## src/rtl/des_pkg.sv

```systemverilog
// Shared DES key-schedule definitions: shift table, controller states, widths.
package des_pkg;

  localparam int unsigned KEY56_W  = 56;
  localparam int unsigned SUBKEY_W = 48;

  // Left-rotate amount applied to C and D before each round's PC2
  localparam logic [3:0] SHIFT [16] = '{
    4'd1, 4'd1, 4'd2, 4'd2, 4'd2, 4'd2, 4'd2, 4'd2,
    4'd1, 4'd2, 4'd2, 4'd2, 4'd2, 4'd2, 4'd2, 4'd1
  };

  typedef enum logic [1:0] {
    IDLE,
    EXPAND,
    SERVE
  } state_t;

endpackage

```

## src/rtl/key_schedule.sv

```systemverilog
// Combinational DES key-schedule step: rotate C and D left by i, then PC2.
module key_schedule
  import des_pkg::*;
(
  input  logic [KEY56_W-1:0]  x,
  input  logic [3:0]          i,
  output logic [KEY56_W-1:0]  r,
  output logic [SUBKEY_W-1:0] k
);

  // PC2 selection, 1-based bit positions counted from the MSB of C||D
  localparam int unsigned PC2 [48] = '{
    14, 17, 11, 24,  1,  5,  3, 28, 15,  6, 21, 10,
    23, 19, 12,  4, 26,  8, 16,  7, 27, 20, 13,  2,
    41, 52, 31, 37, 47, 55, 30, 40, 51, 45, 33, 48,
    44, 49, 39, 56, 34, 53, 46, 42, 50, 36, 29, 32
  };

  logic [27:0] c, d;

  // Rotate each 28-bit half left by one or two places
  always_comb begin
    c = x[55:28];
    d = x[27:0];
    if (i == 4'd2) begin
      r = {c[25:0], c[27:26], d[25:0], d[27:26]};
    end else begin
      r = {c[26:0], c[27], d[26:0], d[27]};
    end
  end

  for (genvar j = 0; j < 48; j++) begin : g_pc2
    assign k[47-j] = r[56-PC2[j]];
  end

endmodule

```

## src/rtl/subkey_buf.sv

```systemverilog
// 16x48 subkey register file: one synchronous write port, one async read port.
module subkey_buf
  import des_pkg::*;
(
  input  logic                clk,
  input  logic                we,
  input  logic [3:0]          waddr,
  input  logic [SUBKEY_W-1:0] wdata,
  input  logic [3:0]          raddr,
  output logic [SUBKEY_W-1:0] rdata
);

  logic [SUBKEY_W-1:0] mem [16];

  // Contents are deliberately not reset; readers gate them with valid
  always_ff @(posedge clk) begin
    if (we) mem[waddr] <= wdata;
  end

  assign rdata = mem[raddr];

endmodule

```

## src/rtl/key_schedule_ctrl.sv

```systemverilog
// DES key-schedule controller: expands a post-PC1 key into 16 buffered
// subkeys, then streams them K1..K16 (encrypt) or K16..K1 (decrypt) over
// a valid/ready handshake.
// Optional feature macro: KS_ABORT_EN (key_load while busy restarts).
module key_schedule_ctrl
  import des_pkg::*;
#(
  parameter int unsigned ROUNDS = 16
) (
  input  logic                clk,
  input  logic                rst,
  input  logic [KEY56_W-1:0]  key_in,
  input  logic                key_load,
  input  logic                dec,
  output logic                busy,
  output logic [SUBKEY_W-1:0] subkey,
  output logic [3:0]          subkey_round,
  output logic                subkey_valid,
  input  logic                subkey_ready,
  output logic                done
);

  if (ROUNDS != 16) begin : g_rounds_check
    $error("key_schedule_ctrl supports ROUNDS = 16 only");
  end

  state_t               state, state_n;
  logic [KEY56_W-1:0]   cd_reg, cd_next;
  logic [SUBKEY_W-1:0]  round_key, rd_key;
  logic                 dir;
  logic [3:0]           rnd, ptr, cnt;
  logic                 done_r;
  logic                 start, abort, xfer, last_rnd, last_xfer;

  key_schedule u_ks (
    .x (cd_reg),
    .i (SHIFT[rnd]),
    .r (cd_next),
    .k (round_key)
  );

  subkey_buf u_subkey_buf (
    .clk   (clk),
    .we    ((state == EXPAND) && !abort),
    .waddr (rnd),
    .wdata (round_key),
    .raddr (ptr),
    .rdata (rd_key)
  );

  // Control decode and next-state selection; a restart overrides the FSM
  always_comb begin
    start     = (state == IDLE) && key_load;
`ifdef KS_ABORT_EN
    abort     = (state != IDLE) && key_load;
`else
    abort     = 1'b0;
`endif
    xfer      = (state == SERVE) && subkey_ready;
    last_rnd  = (rnd == 4'd15);
    last_xfer = xfer && (cnt == 4'd15);
    state_n   = state;
    case (state)
      IDLE:    if (key_load)  state_n = EXPAND;
      EXPAND:  if (last_rnd)  state_n = SERVE;
      SERVE:   if (last_xfer) state_n = IDLE;
      default: state_n = IDLE;
    endcase
    if (abort) state_n = EXPAND;
  end

  // State register
  always_ff @(posedge clk) begin
    if (rst) state <= IDLE;
    else     state <= state_n;
  end

  // Round/pointer/count registers and the done pulse
  always_ff @(posedge clk) begin
    if (rst) begin
      cd_reg <= '0;
      dir    <= 1'b0;
      rnd    <= '0;
      ptr    <= '0;
      cnt    <= '0;
      done_r <= 1'b0;
    end else begin
      done_r <= 1'b0;
      if (start || abort) begin
        cd_reg <= key_in;
        dir    <= dec;
        rnd    <= '0;
      end else begin
        case (state)
          EXPAND: begin
            cd_reg <= cd_next;
            rnd    <= rnd + 4'd1;
            if (last_rnd) begin
              ptr <= dir ? 4'd15 : 4'd0;
              cnt <= '0;
            end
          end
          SERVE: begin
            if (xfer) begin
              ptr <= dir ? ptr - 4'd1 : ptr + 4'd1;
              cnt <= cnt + 4'd1;
              if (cnt == 4'd15) done_r <= 1'b1;
            end
          end
          default: ;
        endcase
      end
    end
  end

  // Output decode; subkey is masked whenever nothing is presented
  always_comb begin
    busy         = (state != IDLE);
    subkey_valid = (state == SERVE);
    subkey       = subkey_valid ? rd_key : '0;
    subkey_round = subkey_valid ? ptr : '0;
    done         = done_r;
  end

endmodule

```

## config.mk

```make
export PLATFORM = sky130hd
export DESIGN_NAME = key_schedule_ctrl
export DESIGN_NICKNAME = d
export VERILOG_FILES = /design/src/rtl/des_pkg.sv /design/src/rtl/key_schedule.sv /design/src/rtl/subkey_buf.sv /design/src/rtl/key_schedule_ctrl.sv
export SDC_FILE = /design/constraint.sdc
export NUM_CORES = 1
export LEC_CHECK = 0
export CORE_ASPECT_RATIO = 2
export CORE_UTILIZATION = 50
export CTS_BUF_LIST = sky130_fd_sc_hd__clkbuf_2 sky130_fd_sc_hd__clkbuf_4 sky130_fd_sc_hd__clkbuf_8
export DETAILED_ROUTE_END_ITERATION = 10
export GPL_ROUTABILITY_DRIVEN = 0
export PLACE_DENSITY_LB_ADDON = 0.08
export SYNTH_ARGS = -nofsm -noshare
export SYNTH_HDL_FRONTEND = slang
export SYNTH_SLANG_ARGS = --single-unit
```

## constraint.sdc

```tcl
create_clock -name clk -period 6.78 [get_ports clk]
set_input_delay 2.034 -clock clk [delete_from_list [all_inputs] [get_ports clk]]
set_output_delay 2.034 -clock clk [all_outputs]
set_load 0.01 [all_outputs]
```

==> qor.yml <==
route:
  drtAntennaViolNets: 0
  wl_per_cell_microns: 29.66
  vias_per_cell: 6.145
  num_vias: 18470
  wl_microns: 89140
  top_layer_used: "met5"
  routed-wl-met2_microns: 46690
  drt_iter0_markers: 1491
  wl_met1_microns: 34330
  drc: 0
  wl_met3_microns: 5110
  drt_first_pass_iters: 5
sta:
  fin_ws_ns: 0.6796
  worst_pin_slew_ns: 1.240
  skew_ns: 0.03461
  fin_crit_ns: 6.100
  slew_headroom_pct: 17.11
  setup-violations-final: 0
  fin_hold_ws_ns: 0.4849
  finalSetupTns_ns: 0
  hold_viol: 0
  post-route-period-util_pct: 89.98
  drv_slew: 0
  rsz0062_at_grt: "no"
  fmax_mhz: 163.9
cts:
  postCtsSetupBuffers: 0
  root_buffer: "clkbuf_8"
  clockBufferDepth: 3
  clk_pin_slew_ns: 0.08
  clk_latency_ns: 0.76
  postCtsHoldBufs: 0
  cts.sinks: 844
  cts_tree: "built"
  numCtsBuffers: 111
  cts.htree.levels: 3
  cts-resized-gates: 0
place:
  place_ws_ns: 1.511
  hpwl_microns: 51180
  dp_cells: 2800
  port_buffers: 115
pwr:
  power_density_mw_per_mm2: 262.1
  total_power_uw: 10040
  ir_drop_uv: 159.4
  p_leak_uw: 0.01230
run_status:
  status: "finished, final reports clean"
die:
  ioPinCount: 116
  coreArea_sq_mm: 0.06690
  die_h_microns: 370.3
  die_w_microns: 186.2
  start_util_pct: 50.70
  die_area_sq_mm: 0.06894
  rows: 134
worst_setup_path:
  worst-path-max-fanout: 35
  crit_type: "reg -> out"
  cp-start-kind: "flop"
  endpoint_kind: "output port"
  cp.arrival_ns: 4.07
  cp.required_ns: 4.75
grt:
  grt_start_max_net_pins: 73
  grtUsageTotal_pct: 26.64
  grt_pass1_vias: 18760
  grt_antenna_before_repair: 2
  grt_pass1_wl_microns: 127800
  grt_overflow: 0
synth:
  yosys_warnings: 0
  ys_types: 54
  synthFlopType: "edfxtp_1"
  ys_seq_area_share_pct: 72.49
  syn_nets: 1953
  syn_area_per_cell_sq_um: 18.02
  synthCells: 1882
  ys_ff_latch: 844
  synth_edf_count: 768
  async_reset_ff_share_pct: 0
  synth_area_sq_mm: 0.03392
layout:
  syn_to_final_growth_pct: 12.92
  fin_cells: 3006
  layout-drive-gt1-share_pct: 20.79
  largest_register_ffs: 768
  nets: 2100
min_path:
  hold_path_class: "reg -> reg"
job:
  maxCapViolations: 0
==> path summary, 6_finish.rpt <==
check / startpoint / endpoint / slack (ns) / cells after the start
max: state[1] / subkey[14] / 0.68 / 7
min: cnt[1] / cnt[1] / 0.48 / 2
max reg2reg: state[0] / u_subkey_buf.mem[14][39] / 2.94 / 4
min reg2reg: cnt[1] / cnt[1] / 0.48 / 2
==> power breakdown <==
part | internal, uW | switching (uW) | total [uW] | leakage [uW]
combinational | 123 | 253 | 376 | 0.00337
clock | 2000 | 1850 | 3850 | 0.00120
sequential | 5780 | 35.7 | 5810 | 0.00773
==> layer usage <==
metal	vias to the layer above	GRT usage, %
li1	7938	-
met1	9717	33.57
met2	664	46.05
met3	151	3.982
met4	2	10.26
met5	-	0
==> placed cells by master (no fill, tap or decap), types with 18 or more instances in the layout <==
cell type        instances
edfxtp_1               768
o21ai_0                 35
dfxtp_1                 73
buf_4                   44
clkdlybuf4s50_1        114
o211ai_1                27
and3_1                  50
o2bb2ai_1               42
mux2_4                  29
o32ai_1                 18
nand2_1                 48
mux2i_1                157
a22oi_1                 48
nand3_1                 53
clkbuf_4                49
nor2_1                  20
clkinv_1                19
mux4_2                 130
a21oi_1                 88
o21ai_1                 25
clkbuf_8               119
==> cells by family (layout without fill, tap and decap cells) <==
| kind of cell | after synthesis | after routing | synth area share [%] |
|---|---|---|---|
| DFF | 844 | 844 | 72.49 |
| muxes | 336 | 336 | 15.21 |
| AOI/OAI and AO/OA | 314 | 314 | 6.165 |
| and+or+nand+nor | 229 | 229 | 3.424 |
| buffers and inverters | 144 | 383 | 2.191 |
| adders and majority gates | 10 | 10 | 0.3911 |
| xor gates and xnor gates | 5 | 5 | 0.1291 |
| other | 0 | 1 | 0 |
==> Yosys cell counts, types with 38 or more instances <==
cell / n / area [sq um]
a21oi_1: 88 / 440.4
a22oi_1: 48 / 360.4
and3_1: 50 / 312.8
buf_2: 38 / 190.2
clkbuf_1: 57 / 214.0
dfxtp_1: 76 / 1521
edfxtp_1: 768 / 23060
mux2i_1: 157 / 1572
mux4_2: 130 / 2928
nand2_1: 48 / 180.2
nand3_1: 53 / 265.3
o2bb2ai_1: 42 / 367.9
==> final cells by class <==
class / instances / area (sq um)
fillers: 5082 / 28600
flip-flops and latches: 844 / 24590
multi-input cells: 894 / 8727
clock buffers: 168 / 2006
repair buffers: 162 / 1551
well taps: 884 / 1106
clock inverters: 37 / 247.7
inverters: 16 / 62.56
diodes: 1 / 2.502
==> stage by stage <==
| stage | utilization [%] | cell area [sq um] |
|---|---|---|
| after floorplan | - | 33920 |
| final | 57.25 | 38300 |
| after CTS | 57.24 | 38290 |
| after global placement | 53.87 | 36040 |
| after detailed placement | 53.87 | 36040 |
| after global routing | 57.25 | 38300 |
==> critical path, cell delays in order (launching register included) <==
cell             delay (ns)
dfxtp_1                0.57
nand2b_1               0.36
inv_2                  0.24
and2_2                 0.78
buf_4                  0.38
a22oi_1                0.10
o211ai_1               0.22
clkdlybuf4s50_1        0.61
(Power assumes the default switching activity.)
